File: config.mk
export PLATFORM = sky130hd
export DESIGN_NAME = mac_accum_16_32_flat
export DESIGN_NICKNAME = d
export VERILOG_FILES = /design/src/rtl/hifigan_fixed_pkg.sv /design/src/rtl/mac_accum_16_32_if.sv /design/src/rtl/sat_narrow.sv /design/src/rtl/mac_accum_16_32.sv /design/src/flat_wrapper.sv
export SDC_FILE = /design/constraint.sdc
export NUM_CORES = 1
export LEC_CHECK = 0
export ABC_AREA = 1
export BUFFER_PORTS_ARGS = -buffer_cell sky130_fd_sc_hd__buf_2
export CAP_MARGIN = 20
export CORE_MARGIN = 5
export CORE_UTILIZATION = 65
export CTS_BUF_LIST = sky130_fd_sc_hd__clkbuf_4 sky130_fd_sc_hd__clkbuf_8
export DETAILED_ROUTE_END_ITERATION = 6
export HOLD_SLACK_MARGIN = 0.03
export PLACE_DENSITY = 0.84
export SLEW_MARGIN = 20
export SYNTH_ARGS = -nofsm -noshare
export SYNTH_HDL_FRONTEND = slang
export SYNTH_HIERARCHICAL = 1
export SYNTH_SLANG_ARGS = --single-unit
File: constraint.sdc
create_clock -name clk -period 4.4 [get_ports clk]
set_input_delay 0.44 -clock clk [delete_from_list [all_inputs] [get_ports clk]]
set_output_delay 0.44 -clock clk [all_outputs]
set_load 0.02 [all_outputs]
File: src/rtl/hifigan_fixed_pkg.sv
// Fixed-point formats and FSM state type shared by the HiFi-GAN datapath blocks.
package hifigan_fixed_pkg;

    // Activation Q4.12, weight Q2.14, product/accumulator output Q6.26
    localparam int unsigned ACT_W      = 16;
    localparam int unsigned ACT_FRAC   = 12;
    localparam int unsigned WGT_W      = 16;
    localparam int unsigned WGT_FRAC   = 14;
    localparam int unsigned ACC_Q_W    = 32;
    localparam int unsigned ACC_Q_FRAC = 26;

    localparam logic [ACC_Q_W-1:0] Q626_MAX = 32'h7FFF_FFFF;
    localparam logic [ACC_Q_W-1:0] Q626_MIN = 32'h8000_0000;

    typedef enum logic {
        MAC_IDLE,
        MAC_ACCUM
    } mac_state_t;

endpackage

File: src/rtl/mac_accum_16_32_if.sv
// Beat input and window-result output of the conv1d MAC stage.
interface mac_accum_16_32_if;
    import hifigan_fixed_pkg::*;

    logic                       i_valid;
    logic                       o_ready;
    logic                       i_first;
    logic                       i_last;
    logic signed [ACT_W-1:0]    i_data;
    logic signed [WGT_W-1:0]    i_weight;
    logic signed [ACC_Q_W-1:0]  i_bias;
    logic signed [ACC_Q_W-1:0]  o_acc_raw;
    logic                       o_valid;
    logic                       o_sat;
    logic                       o_err;

    modport master (
        output i_valid, i_first, i_last, i_data, i_weight, i_bias,
        input  o_ready, o_acc_raw, o_valid, o_sat, o_err
    );

    modport slave (
        input  i_valid, i_first, i_last, i_data, i_weight, i_bias,
        output o_ready, o_acc_raw, o_valid, o_sat, o_err
    );

endinterface

File: src/rtl/sat_narrow.sv
// Combinational signed clamp from IN_W to OUT_W bits with a clamped flag.
module sat_narrow #(
    parameter int unsigned IN_W  = 40,
    parameter int unsigned OUT_W = 32
) (
    input  logic signed [IN_W-1:0]  wide,
    output logic signed [OUT_W-1:0] narrow,
    output logic                    clamped
);

    // Bits that must all equal the sign for the value to fit in OUT_W
    logic [IN_W-OUT_W:0] top_bits;
    assign top_bits = wide[IN_W-1:OUT_W-1];

    // Pass the low bits through when in range, otherwise clamp toward the sign
    always_comb begin
        clamped = !((&top_bits) || !(|top_bits));
        narrow  = wide[OUT_W-1:0];
        if (clamped) begin
            if (wide[IN_W-1]) begin
                narrow = {1'b1, {(OUT_W-1){1'b0}}};
            end else begin
                narrow = {1'b0, {(OUT_W-1){1'b1}}};
            end
        end
    end

endmodule

File: src/rtl/mac_accum_16_32.sv
// Conv1d multiply-accumulate: Q4.12 x Q2.14 products summed onto a Q6.26 bias
// per window, saturated to 32 bits. Stage 1 multiplies and runs the window FSM,
// stage 2 accumulates and emits.
module mac_accum_16_32
    import hifigan_fixed_pkg::*;
#(
    parameter int unsigned MAX_TAPS = 64,
    parameter int unsigned GUARD    = 8
) (
    input logic              clk,
    input logic              rst_n,
    mac_accum_16_32_if.slave bus
);

    localparam int unsigned ACC_W  = ACC_Q_W + GUARD;
    localparam int unsigned TCNT_W = $clog2(MAX_TAPS + 1) + 1;

    mac_state_t          state_q, state_d;
    logic [TCNT_W-1:0]   tcnt_q, tcnt_d, tcnt_inc;
    logic                ready_q;
    logic                accept;
    logic                kill;
    logic                err_d, err_q;

    logic                live1_q, first1_q, last1_q;
    logic signed [ACC_Q_W-1:0] prod1_q, bias1_q;
    logic signed [ACC_Q_W-1:0] prod_d;

    logic signed [ACC_W-1:0]   acc_q, acc_next;
    logic signed [ACC_Q_W-1:0] sat_val;
    logic                      sat_flag;
    logic signed [ACC_Q_W-1:0] acc_raw_q;
    logic                      valid_q, sat_q;

    assign accept   = bus.i_valid && ready_q;
    assign tcnt_inc = tcnt_q + TCNT_W'(1);
    assign prod_d   = bus.i_data * bus.i_weight;

    // Window FSM on accepted beats: decides kill, error and the tap count
    always_comb begin
        state_d = state_q;
        tcnt_d  = tcnt_q;
        kill    = 1'b0;
        err_d   = 1'b0;
        if (accept) begin
            if (bus.i_first) begin
                // A first inside an open window drops the partial sum and restarts
                err_d = (state_q == MAC_ACCUM);
                if (bus.i_last) begin
                    state_d = MAC_IDLE;
                    tcnt_d  = '0;
                end else begin
                    state_d = MAC_ACCUM;
                    tcnt_d  = TCNT_W'(1);
                end
            end else if (state_q == MAC_IDLE) begin
                err_d = 1'b1;
                kill  = 1'b1;
            end else if (tcnt_inc > TCNT_W'(MAX_TAPS)) begin
                err_d   = 1'b1;
                kill    = 1'b1;
                state_d = MAC_IDLE;
                tcnt_d  = '0;
            end else if (bus.i_last) begin
                state_d = MAC_IDLE;
                tcnt_d  = '0;
            end else begin
                tcnt_d  = tcnt_inc;
            end
        end
    end

    // FSM state, tap counter, ready and error pulse
    always_ff @(posedge clk or negedge rst_n) begin
        if (!rst_n) begin
            state_q <= MAC_IDLE;
            tcnt_q  <= '0;
            ready_q <= 1'b0;
            err_q   <= 1'b0;
        end else begin
            state_q <= state_d;
            tcnt_q  <= tcnt_d;
            ready_q <= 1'b1;
            err_q   <= err_d;
        end
    end

    // Stage 1: register the exact product with its tags; kill folds into live
    always_ff @(posedge clk or negedge rst_n) begin
        if (!rst_n) begin
            live1_q  <= 1'b0;
            first1_q <= 1'b0;
            last1_q  <= 1'b0;
            prod1_q  <= '0;
            bias1_q  <= '0;
        end else begin
            live1_q <= accept && !kill;
            if (accept) begin
                first1_q <= bus.i_first;
                last1_q  <= bus.i_last;
                prod1_q  <= prod_d;
                bias1_q  <= bus.i_bias;
            end
        end
    end

    assign acc_next = (first1_q ? {{GUARD{bias1_q[ACC_Q_W-1]}}, bias1_q} : acc_q)
                    + {{GUARD{prod1_q[ACC_Q_W-1]}}, prod1_q};

    sat_narrow #(
        .IN_W  (ACC_W),
        .OUT_W (ACC_Q_W)
    ) u_sat (
        .wide    (acc_next),
        .narrow  (sat_val),
        .clamped (sat_flag)
    );

    // Stage 2: accumulate, or emit the saturated sum on the last beat
    always_ff @(posedge clk or negedge rst_n) begin
        if (!rst_n) begin
            acc_q     <= '0;
            acc_raw_q <= '0;
            valid_q   <= 1'b0;
            sat_q     <= 1'b0;
        end else begin
            valid_q <= 1'b0;
            if (live1_q) begin
                if (last1_q) begin
                    acc_raw_q <= sat_val;
                    valid_q   <= 1'b1;
                    sat_q     <= sat_flag;
                end else begin
                    acc_q <= acc_next;
                end
            end
        end
    end

    assign bus.o_ready   = ready_q;
    assign bus.o_acc_raw = acc_raw_q;
    assign bus.o_valid   = valid_q;
    assign bus.o_sat     = sat_q;
    assign bus.o_err     = err_q;

endmodule

File: src/flat_wrapper.sv
// flat-port wrapper written by rule: the top's interface ports become plain ports
module mac_accum_16_32_flat import hifigan_fixed_pkg::*;
#(
    parameter int unsigned MAX_TAPS = 64,
    parameter int unsigned GUARD    = 8
)
  (clk, rst_n, bus_i_valid, bus_i_first, bus_i_last, bus_i_data, bus_i_weight, bus_i_bias, bus_o_ready, bus_o_acc_raw, bus_o_valid, bus_o_sat, bus_o_err);
  mac_accum_16_32_if bus_i ();
  input logic clk;
  input logic rst_n;
  input wire logic [$bits(bus_i.i_valid)-1:0] bus_i_valid;
  input wire logic [$bits(bus_i.i_first)-1:0] bus_i_first;
  input wire logic [$bits(bus_i.i_last)-1:0] bus_i_last;
  input wire logic [$bits(bus_i.i_data)-1:0] bus_i_data;
  input wire logic [$bits(bus_i.i_weight)-1:0] bus_i_weight;
  input wire logic [$bits(bus_i.i_bias)-1:0] bus_i_bias;
  output wire logic [$bits(bus_i.o_ready)-1:0] bus_o_ready;
  output wire logic [$bits(bus_i.o_acc_raw)-1:0] bus_o_acc_raw;
  output wire logic [$bits(bus_i.o_valid)-1:0] bus_o_valid;
  output wire logic [$bits(bus_i.o_sat)-1:0] bus_o_sat;
  output wire logic [$bits(bus_i.o_err)-1:0] bus_o_err;
  assign bus_i.i_valid = bus_i_valid;
  assign bus_i.i_first = bus_i_first;
  assign bus_i.i_last = bus_i_last;
  assign bus_i.i_data = bus_i_data;
  assign bus_i.i_weight = bus_i_weight;
  assign bus_i.i_bias = bus_i_bias;
  assign bus_o_ready = bus_i.o_ready;
  assign bus_o_acc_raw = bus_i.o_acc_raw;
  assign bus_o_valid = bus_i.o_valid;
  assign bus_o_sat = bus_i.o_sat;
  assign bus_o_err = bus_i.o_err;
  mac_accum_16_32 #(.MAX_TAPS(MAX_TAPS), .GUARD(GUARD)) u_core (.clk(clk), .rst_n(rst_n), .bus(bus_i));
endmodule
== Word level (Yosys, flattened, before mapping) ==
Cells that the tools add are included.
Word-level totals
  logic and storage cells: 50
  register bits: 152
  input bits: 69
  output and inout port bits: 36
Operators by class
  magnitude comparators: 1
  add/sub/neg operators: 2
  $mul: 1
  muxes and demuxes: 20
  bitwise gates (word level): 1
  reductions and logical operators: 12
Operator list (count)
  $mux 32: 2
  $add 40x40->40: 1
  $mux 40: 1
  $mul 16x16->32: 1
  $mux 8: 4
  $mux 1: 13
  $reduce_and 9->1: 1
  $reduce_or 9->1: 1
  $add 8x1->8 const B: 1
  $gt 8x7->1 const B: 1
  $reduce_and 2->1: 3
  $logic_not 1->1: 3
  $logic_and 1x1->1: 2
  $reduce_bool 2->1: 1
  $logic_or 1x1->1: 1
  $not 1->1: 1

== Logic depth before layout (Yosys ltp) ==
Gate-level depths: netlist (run 1).
  depth in word-level cells: 8
  depth in mapped cells: 29
  depth with buffers taken out: 27

== By module ==
The synthesis (run 1) kept the hierarchy.
Modules (own cells, without submodules)
  mac_accum_16_32: sequential area each 3803.6 µm², area each 20377.0 µm², times used 1, cells each 2888
  sat_narrow: sequential area each 0.0 µm², area each 419.2 µm², times used 1, cells each 90

== Worst setup path after synthesis (run 1) ==
OpenSTA, ideal clock, no wires.
  path kind: input port to flip-flop
  from: in bus_i_weight[5]
  to: reg u_core.prod1_q[29]
  data required time: 4.282 ns
  cell stages on the path: 26
  arrival: 5.585 ns
  setup slack: -1.303 ns
  path buffers: 2
  library setup time: 0.118 ns
  cell sequence: clkbuf_1 > clkbuf_1 > nand2_1 > fa_1 > inv_1 > fa_1 > inv_1 > fa_1 > fa_1 > inv_1 > fa_1 > inv_1 > fa_1 > inv_1 > ha_1 > nand2_1 > inv_1 > nand2_1 > inv_1 > nand2_1 > nor3_1 > nand2_1 > nand3_1 > nand2_1 > nand3_1 > nand2_1
On the way
  word-level cells in the longest chain between the ends: 1
Ends and longest elaborated chain
  start, declared: RTL line flat_wrapper.sv:15  | input wire logic [$bits(bus_i.i_weight)-1:0] bus_i_weight;
  $mul 16x16->32: RTL line mac_accum_16_32.sv:37  | assign prod_d = bus.i_data * bus.i_weight;
  end signal, assigned: RTL line mac_accum_16_32.sv:101  | prod1_q <= prod_d;
  end, declared: RTL line mac_accum_16_32.sv:26  | logic signed [ACC_Q_W-1:0] prod1_q, bias1_q;
No other way between the ends.
A chain may end at the register's enable or synchronous reset.

== Worst setup path after layout (run 1) ==
  from: in bus_i_data[15]
  to: reg u_core.prod1_q[31]
On the way
  word-level cells in the longest chain between the ends: 1
Ends and longest elaborated chain
  start, declared: RTL line flat_wrapper.sv:14  | input wire logic [$bits(bus_i.i_data)-1:0] bus_i_data;
  $mul 16x16->32: RTL line mac_accum_16_32.sv:37
No other way between the ends.

==> run summary, run 1 <==
Drt pass-1 iters -> 6
Post-Syn Area per Cell -> 6.98 um2
Max cap viols -> 0
Post-Layout Inst Area -> 25300 um2
Cell variety after synth -> 41
GRT Total Usage -> 0.370
Max-slew headroom -> 0.417
Port buffer count -> 104
Starting Density -> 0.659
Yosys top cell by area -> fa_1
Worst EP arrival -> 5.90 ns
Area share of the largest cell type after synthesis -> 0.253
Diode count -> 0
Fin nets -> 3673
Clock skew -> 0.0157 ns
First-pass GRT wire length -> 105000 um
Final wirelength -> 72500 um
Final setup fails -> 22
Final worst slack -> -1.12 ns
Status -> complete, but fails checks
Dominant cells by area after synthesis -> fa_1 25%, nand2_1 20%, dfrtp_1 18%
DIE WIDTH -> 189 um
Yosys Warn Count -> 6
Worst slew pin tran -> 0.865 ns
Crit path max fanout -> 8
Largest net degree at the start of global routing -> 91
Area of the mapped netlist -> 20800 um2
Share of cells above drive strength 1 -> 0.211
Most frequent cells in the layout -> 1019 x nand2_1, 622 x inv_1, 238 x fa_1
CTS tree -> built
Root Buffer -> clkbuf_8
WL/cell -> 20.0 um
Vias in the first global route -> 20800
P&R area growth vs syn -> 21.9%
Critical R2R Capture -> u_core/bus.o_acc_raw[6]
Post-synthesis sequential area ratio -> 0.183
Fin crit share -> 1.26
Worst-Skew Late Latency -> 0.48 ns
RSZ-0062 raised after global routing -> true
Max clock buf depth -> 2
Hold crit path type -> in2async
Final HPWL DP -> 51200 um
Final Wtd Congestion -> 1.02
Most common cell on crit path -> nand2_1
Sinks on Clock Net -> 152
Vias -> 21000
Commonest non-fill, non-tap cell in the layout -> nand2_1
FP Rows -> 65
Total gr overflow -> 0
Initial antenna violation count -> 0
Critical path class -> in2reg
Crit path max-delay family -> adder cells
Initial DRC Count -> 2546
Startpoint types -> primary input
R2R Setup Slk -> 0.30 ns
FF-to-FF path depth -> 18
Yosys reg bits -> 152
Setup TNS -> -15.54 ns
Count of pins over their slew limit -> 0
Fill count -> 2059
Final hold violation count -> 0
Clock Pin Slew Worst Setup and Hold Paths -> 0.09 ns
Reg2Reg Launch Point -> u_core/first1_q
Post-Synthesis Cells -> 2978
Worst Path Buf+Inv -> 5
CP max stage delay -> 0.70 ns
Die H -> 189 um
Area after DPL -> 23400 um2
Crit end category -> flip-flop
Number of H-tree levels -> 4
Critical Path RT -> 4.77 ns
Num CTS Buffers -> 17
F_max -> 0.181 GHz
Failing checks -> setup timing
DRC errors left -> 0
Mapped Nets -> 3432
CP max-delay cell -> fa_1
Die area -> 35700 um2
CP Cell Sequence -> buf_12 -> buf_12 -> nand2_1 -> inv_1 -> fa_2 -> buf_4 -> fa_1 -> fa_1 -> fa_1 -> fa_1 -> fa_1 -> ha_4 -> nand2_1 -> inv_1 -> nand2_1 -> nand2_1 -> a21oi_1 -> nand2_1 -> nor2_1 -> nand2_1 -> nand3_2 -> nand2_1
Via/cell ratio -> 5.78
Antenna viol nets, final -> 0
Number of I/O pins -> 105
Core area -> 31600 um2
Final min period -> 5.52 ns
layout make-up:
class	instances	area (um2)	area share
clock buffer	18	241	0.00953
multi-input combinational	2034	15300	0.606
timing repair buffer	322	2740	0.108
tap	402	503	0.0198
inverter	692	2610	0.103
sequential	152	3800	0.150
clock inverter	13	95.1	0.00375
how the worst max path moves through the flow:
stage                    endpoint  depth (start not counted)  slack (ns)              from
2_1_floorplan  u_core/prod1_q[29]                         22       -0.76   bus_i_weight[6]
3_3_place_gp   u_core/prod1_q[28]                         20       -1.34    bus_i_data[15]
3_5_place_dp   u_core/prod1_q[31]                         23       -1.46    bus_i_data[15]
4_1_cts        u_core/prod1_q[26]                         25       -0.66  bus_i_weight[15]
5_1_grt        u_core/prod1_q[31]                         24       -1.19  bus_i_weight[12]
6_report       u_core/prod1_q[31]                         22       -1.12    bus_i_data[15]
timing repair:
action	CTS	global route
pin swaps	67	103
buffers inserted	19	23
hold buffers	0	0
endpoints found under the setup margin	24	24
cloned	0	1
gates resized for setup	187	180
flip-flops by register name, indices dropped and copies added (netlist names):
register and count:
u_core/bias1_q 32, u_core/live1_q 1, u_core/last1_q 1, u_core/acc_q 40
u_core/prod1_q 32, u_core/bus.o_err 1, u_core/bus.o_acc_raw 32, u_core/first1_q 1
u_core/state_q 1, u_core/tcnt_q 8, u_core/bus.o_ready 1, u_core/bus.o_sat 1
u_core/bus.o_valid 1
worst register-to-register path: stages, from the launching register on:
cell and delay (ns):
dfrtp_2 0.58, buf_4 0.42, mux2_2 0.40, ha_1 0.41
nand2_1 0.13, nor2_1 0.19, nand2_1 0.12, nor2_1 0.25
nand4_1 0.22, nand3_1 0.14, nand2_1 0.07, and2_1 0.18
nor2_1 0.11, nand2_1 0.10, o21ai_4 0.18, buf_12 0.19
nand2_1 0.12, nand2_1 0.10, nand2_1 0.08
metrics by stage:
| step | worst slack [ns] | hold slack [ns] | util | std cells |
|---|---|---|---|---|
| 2_1_floorplan | -0.756 | 0.144 | - | 2978 |
| 3_3_place_gp | -1.34 | 0.457 | 0.742 | 3560 |
| 3_5_place_dp | -1.46 | 0.460 | 0.742 | 3560 |
| 4_1_cts | -0.663 | 0.0526 | 0.776 | 3610 |
| 5_1_grt | -1.19 | 0.0848 | 0.803 | 3633 |
| 6_report | -1.12 | 0.0209 | 0.803 | 3633 |
layer usage:
layer,up-vias,global-route usage,part of all wire,wire length (um)
li1,9206,-,-,-
met1,9946,0.519,0.39,28300
met2,1432,0.582,0.44,31600
met3,426,0.0618,0.11,7770
met4,0,0.147,0.067,4890
met5,-,0,0,0
Yosys cell counts:
| master | count |
|---|---|
| buf_2 | 1 |
| nand2_1 | 1083 |
| dfrtp_1 | 152 |
| o21ai_4 | 1 |
| o21ai_0 | 95 |
| o31ai_1 | 2 |
| nor2_4 | 2 |
| a21oi_1 | 54 |
| and2_1 | 25 |
| buf_1 | 6 |
| or2_2 | 6 |
| nand2_4 | 1 |
| nor2_1 | 127 |
| mux2_2 | 8 |
| o21bai_1 | 8 |
| fa_1 | 263 |
| nor3_2 | 3 |
| nand3_2 | 1 |
| buf_6 | 6 |
| nor2_2 | 13 |
| o211ai_1 | 1 |
| nand3b_1 | 19 |
| xor2_1 | 15 |
| conb_1 | 1 |
| ha_1 | 122 |
| xnor2_1 | 17 |
| nand3_1 | 101 |
| inv_2 | 2 |
| clkinv_1 | 1 |
| nand2_2 | 10 |
| a21o_1 | 2 |
| or2_1 | 2 |
| a21oi_2 | 1 |
| inv_1 | 689 |
| clkbuf_1 | 87 |
| a31oi_1 | 4 |
| nor3_1 | 12 |
| a21boi_2 | 1 |
| nand4_1 | 29 |
| xor2_2 | 2 |
| o21ai_1 | 3 |
kinds of logic after synthesis:
| logic type | count (synthesis) | share of synthesized area |
|---|---|---|
| and+or+nand+nor | 1434 | 0.282 |
| buffers and inverters | 792 | 0.145 |
| adders and majority gates | 385 | 0.327 |
| AOI/OAI and AO/OA | 172 | 0.0442 |
| DFF | 152 | 0.183 |
| xor gates and xnor gates | 34 | 0.0150 |
| muxes | 8 | 0.00433 |
| other | 1 | 0.000180 |
Power of run 1 is not shown: default switching activity piles up to over one toggle a cycle in this logic, so the estimate is an artifact.
==> run 2: changes to the inputs <==
==> constraint.sdc (replaced) <==
create_clock -name clk -period 6.2 [get_ports clk]
set_input_delay 0.62 -clock clk [delete_from_list [all_inputs] [get_ports clk]]
set_output_delay 0.62 -clock clk [all_outputs]
set_load 0.02 [all_outputs]
==> run 2 against run 1 <==
Net effect: the flow now finishes without violations; critical path depth up 2; first-iteration DRC count is 57% lower; clock skew rose by 0.0069 ns; global-route usage is 4.5 points lower; critical endpoint is now u_core/prod1_q[24]; via count is 12% lower; core utilization is 11 points lower; final cell count down 5.2%; non-clock buffer count shrank 191; die area unchanged.
==> run summary, run 2 (synthesis results as in run 1) <==
Root Buffer -> clkbuf_8
Sinks on Clock Net -> 152 (unchanged)
Max-slew headroom -> 0.436 (+0.0193)
WL met1 -> 22200 um (-21%)
F_max -> 0.175 GHz
Crit end category -> flip-flop
Clock skew -> 0.0226 ns (+0.00692 ns)
Drt pass-1 iters -> 5 (-1)
Initial DRC Count -> 1100 (-57%)
GRT Total Usage -> 0.325 (-0.0447)
Number of I/O pins -> 105 (unchanged)
Startpoint types -> primary input
Final core utilization -> 0.698 (-0.106)
Hold crit path type -> in2async
Fill count -> 2677 (+30%)
Commonest non-fill, non-tap cell in the layout -> nand2_1
Core area -> 31600 um2 (unchanged)
P&R area growth vs syn -> 5.85%
Setup repair bufs after CTS -> 0 (-19)
Status -> finished clean
Starting Density -> 0.659 (unchanged)
Final min period -> 5.72 ns
FP Rows -> 65 (unchanged)
Worst-Skew Late Latency -> 0.49 ns (about the same)
Vias in the first global route -> 19200 (-7.3%)
Max FFs per register -> 40 (unchanged)
Final wirelength -> 56100 um (-23%)
Vias -> 18400 (-12%)
Met2 Routed Length -> 28500 um (-9.8%)
WL/cell -> 16.3 um (-18%)
Die H -> 189 um (unchanged)
Initial antenna violation count -> 0 (unchanged)
Diode count -> 0 (unchanged)
Final HPWL DP -> 46300 um (-9.6%)
Port buffer count -> 104 (unchanged)
First-pass GRT wire length -> 93400 um (-11%)
Top Metal Used -> met4
Critical Path RT -> 6.57 ns (+1.80 ns)
Count of pins over their slew limit -> 0 (unchanged)
Final hold violation count -> 0 (unchanged)
Share of cells above drive strength 1 -> 0.0717 (-0.140)
Final Wtd Congestion -> 0.953 (-6.7%)
Total gr overflow -> 0 (unchanged)
CTS tree -> built
RSZ-0062 raised after global routing -> false
Worst slew pin tran -> 0.840 ns (-0.0250 ns)
Top reg by flops -> u_core/acc_q
Max clock buf depth -> 2 (unchanged)
Worst hold slack -> 0.215 ns (+0.195 ns)
Metal3 WL -> 3040 um (-61%)
Die area -> 35700 um2 (unchanged)
Max cap viols -> 0 (unchanged)
Final worst slack -> 0.485 ns (+1.61 ns)
Clock Pin Slew Worst Setup and Hold Paths -> 0.09 ns (about the same)
Fin crit share -> 0.922
Final setup fails -> 0 (-100%)
Worst EP arrival -> 6.09 ns (+0.19 ns)
Crit path max fanout -> 16 (+8)
DRC errors left -> 0 (unchanged)
DIE WIDTH -> 189 um (unchanged)
Largest net degree at the start of global routing -> 95 (+4.4%)
Critical path class -> in2reg
Setup WS pre-CTS -> 0.0609 ns (+1.52 ns)
Hold_buf cts -> 0 (unchanged)
Antenna viol nets, final -> 0 (unchanged)
Setup TNS -> 0 ns (+15.54 ns)
Cts repair resizes -> 0 (-100%)
Via/cell ratio -> 5.34 (-7.6%)
Most frequent cells in the layout -> 1082 x nand2_1, 688 x inv_1, 263 x fa_1
Number of H-tree levels -> 4 (unchanged)
Num CTS Buffers -> 17 (unchanged)
Fin nets -> 3482 (-5.2%)
run 2: worst max-delay path: stages:
cell and delay (ns):
buf_2 0.23, nand2_1 0.16, inv_1 0.09, fa_1 0.59
buf_4 0.15, inv_1 0.06, fa_1 0.50, fa_1 0.41
inv_1 0.08, fa_1 0.44, fa_1 0.54, inv_1 0.05
fa_1 0.47, inv_1 0.04, ha_1 0.36, nand2_1 0.13
nor2_1 0.16, inv_1 0.10, nor3_1 0.30, o21ai_0 0.27
nand3_1 0.12, nand2_1 0.05, nand3_1 0.11, nand2_1 0.06
run 2: path summary, 6_finish.rpt:
| check | endpoint | start | slack, ns | cells past startpoint |
|---|---|---|---|---|
| worst max-delay path | u_core/prod1_q[24] | bus_i_weight[1] | 0.48 | 24 |
| max in group asynchronous | u_core/first1_q | rst_n | 4.67 | 2 |
| worst max register to register | u_core/bus.o_acc_raw[9] | u_core/first1_q | 1.67 | 22 |
| min in group clk | u_core/bias1_q[2] | bus_i_bias[2] | 0.33 | 3 |
| worst min register to register | u_core/bus.o_sat | u_core/bus.o_sat | 0.48 | 2 |
| worst min-delay path | u_core/prod1_q[1] | rst_n | 0.22 | 1 |
run 2: layer usage:
layer,vias up,GRT usage
met1,8726,0.394
met3,178,0.0336
met5,-,0
met4,0,0.130
met2,678,0.597
li1,8817,-
run 2: cell type report:
type	count	area (um2)	area share
inverters	692	2600	0.118
repair buffers	131	729	0.0331
well taps	402	503	0.0228
flip-flops and latches	152	3800	0.173
clock inverters	13	133	0.00603
clock buffers	19	262	0.0119
multi-input cells	2034	14000	0.635
run 2: through the flow:
stage / cell area (um2) / std cells
after floorplan: 20800 / 2978
after global placement: 21600 / 3411
after detailed placement: 21600 / 3411
after CTS: 22000 / 3443
after global routing: 22000 / 3443
final: 22000 / 3443
Power of run 2 is left out for the same reason.
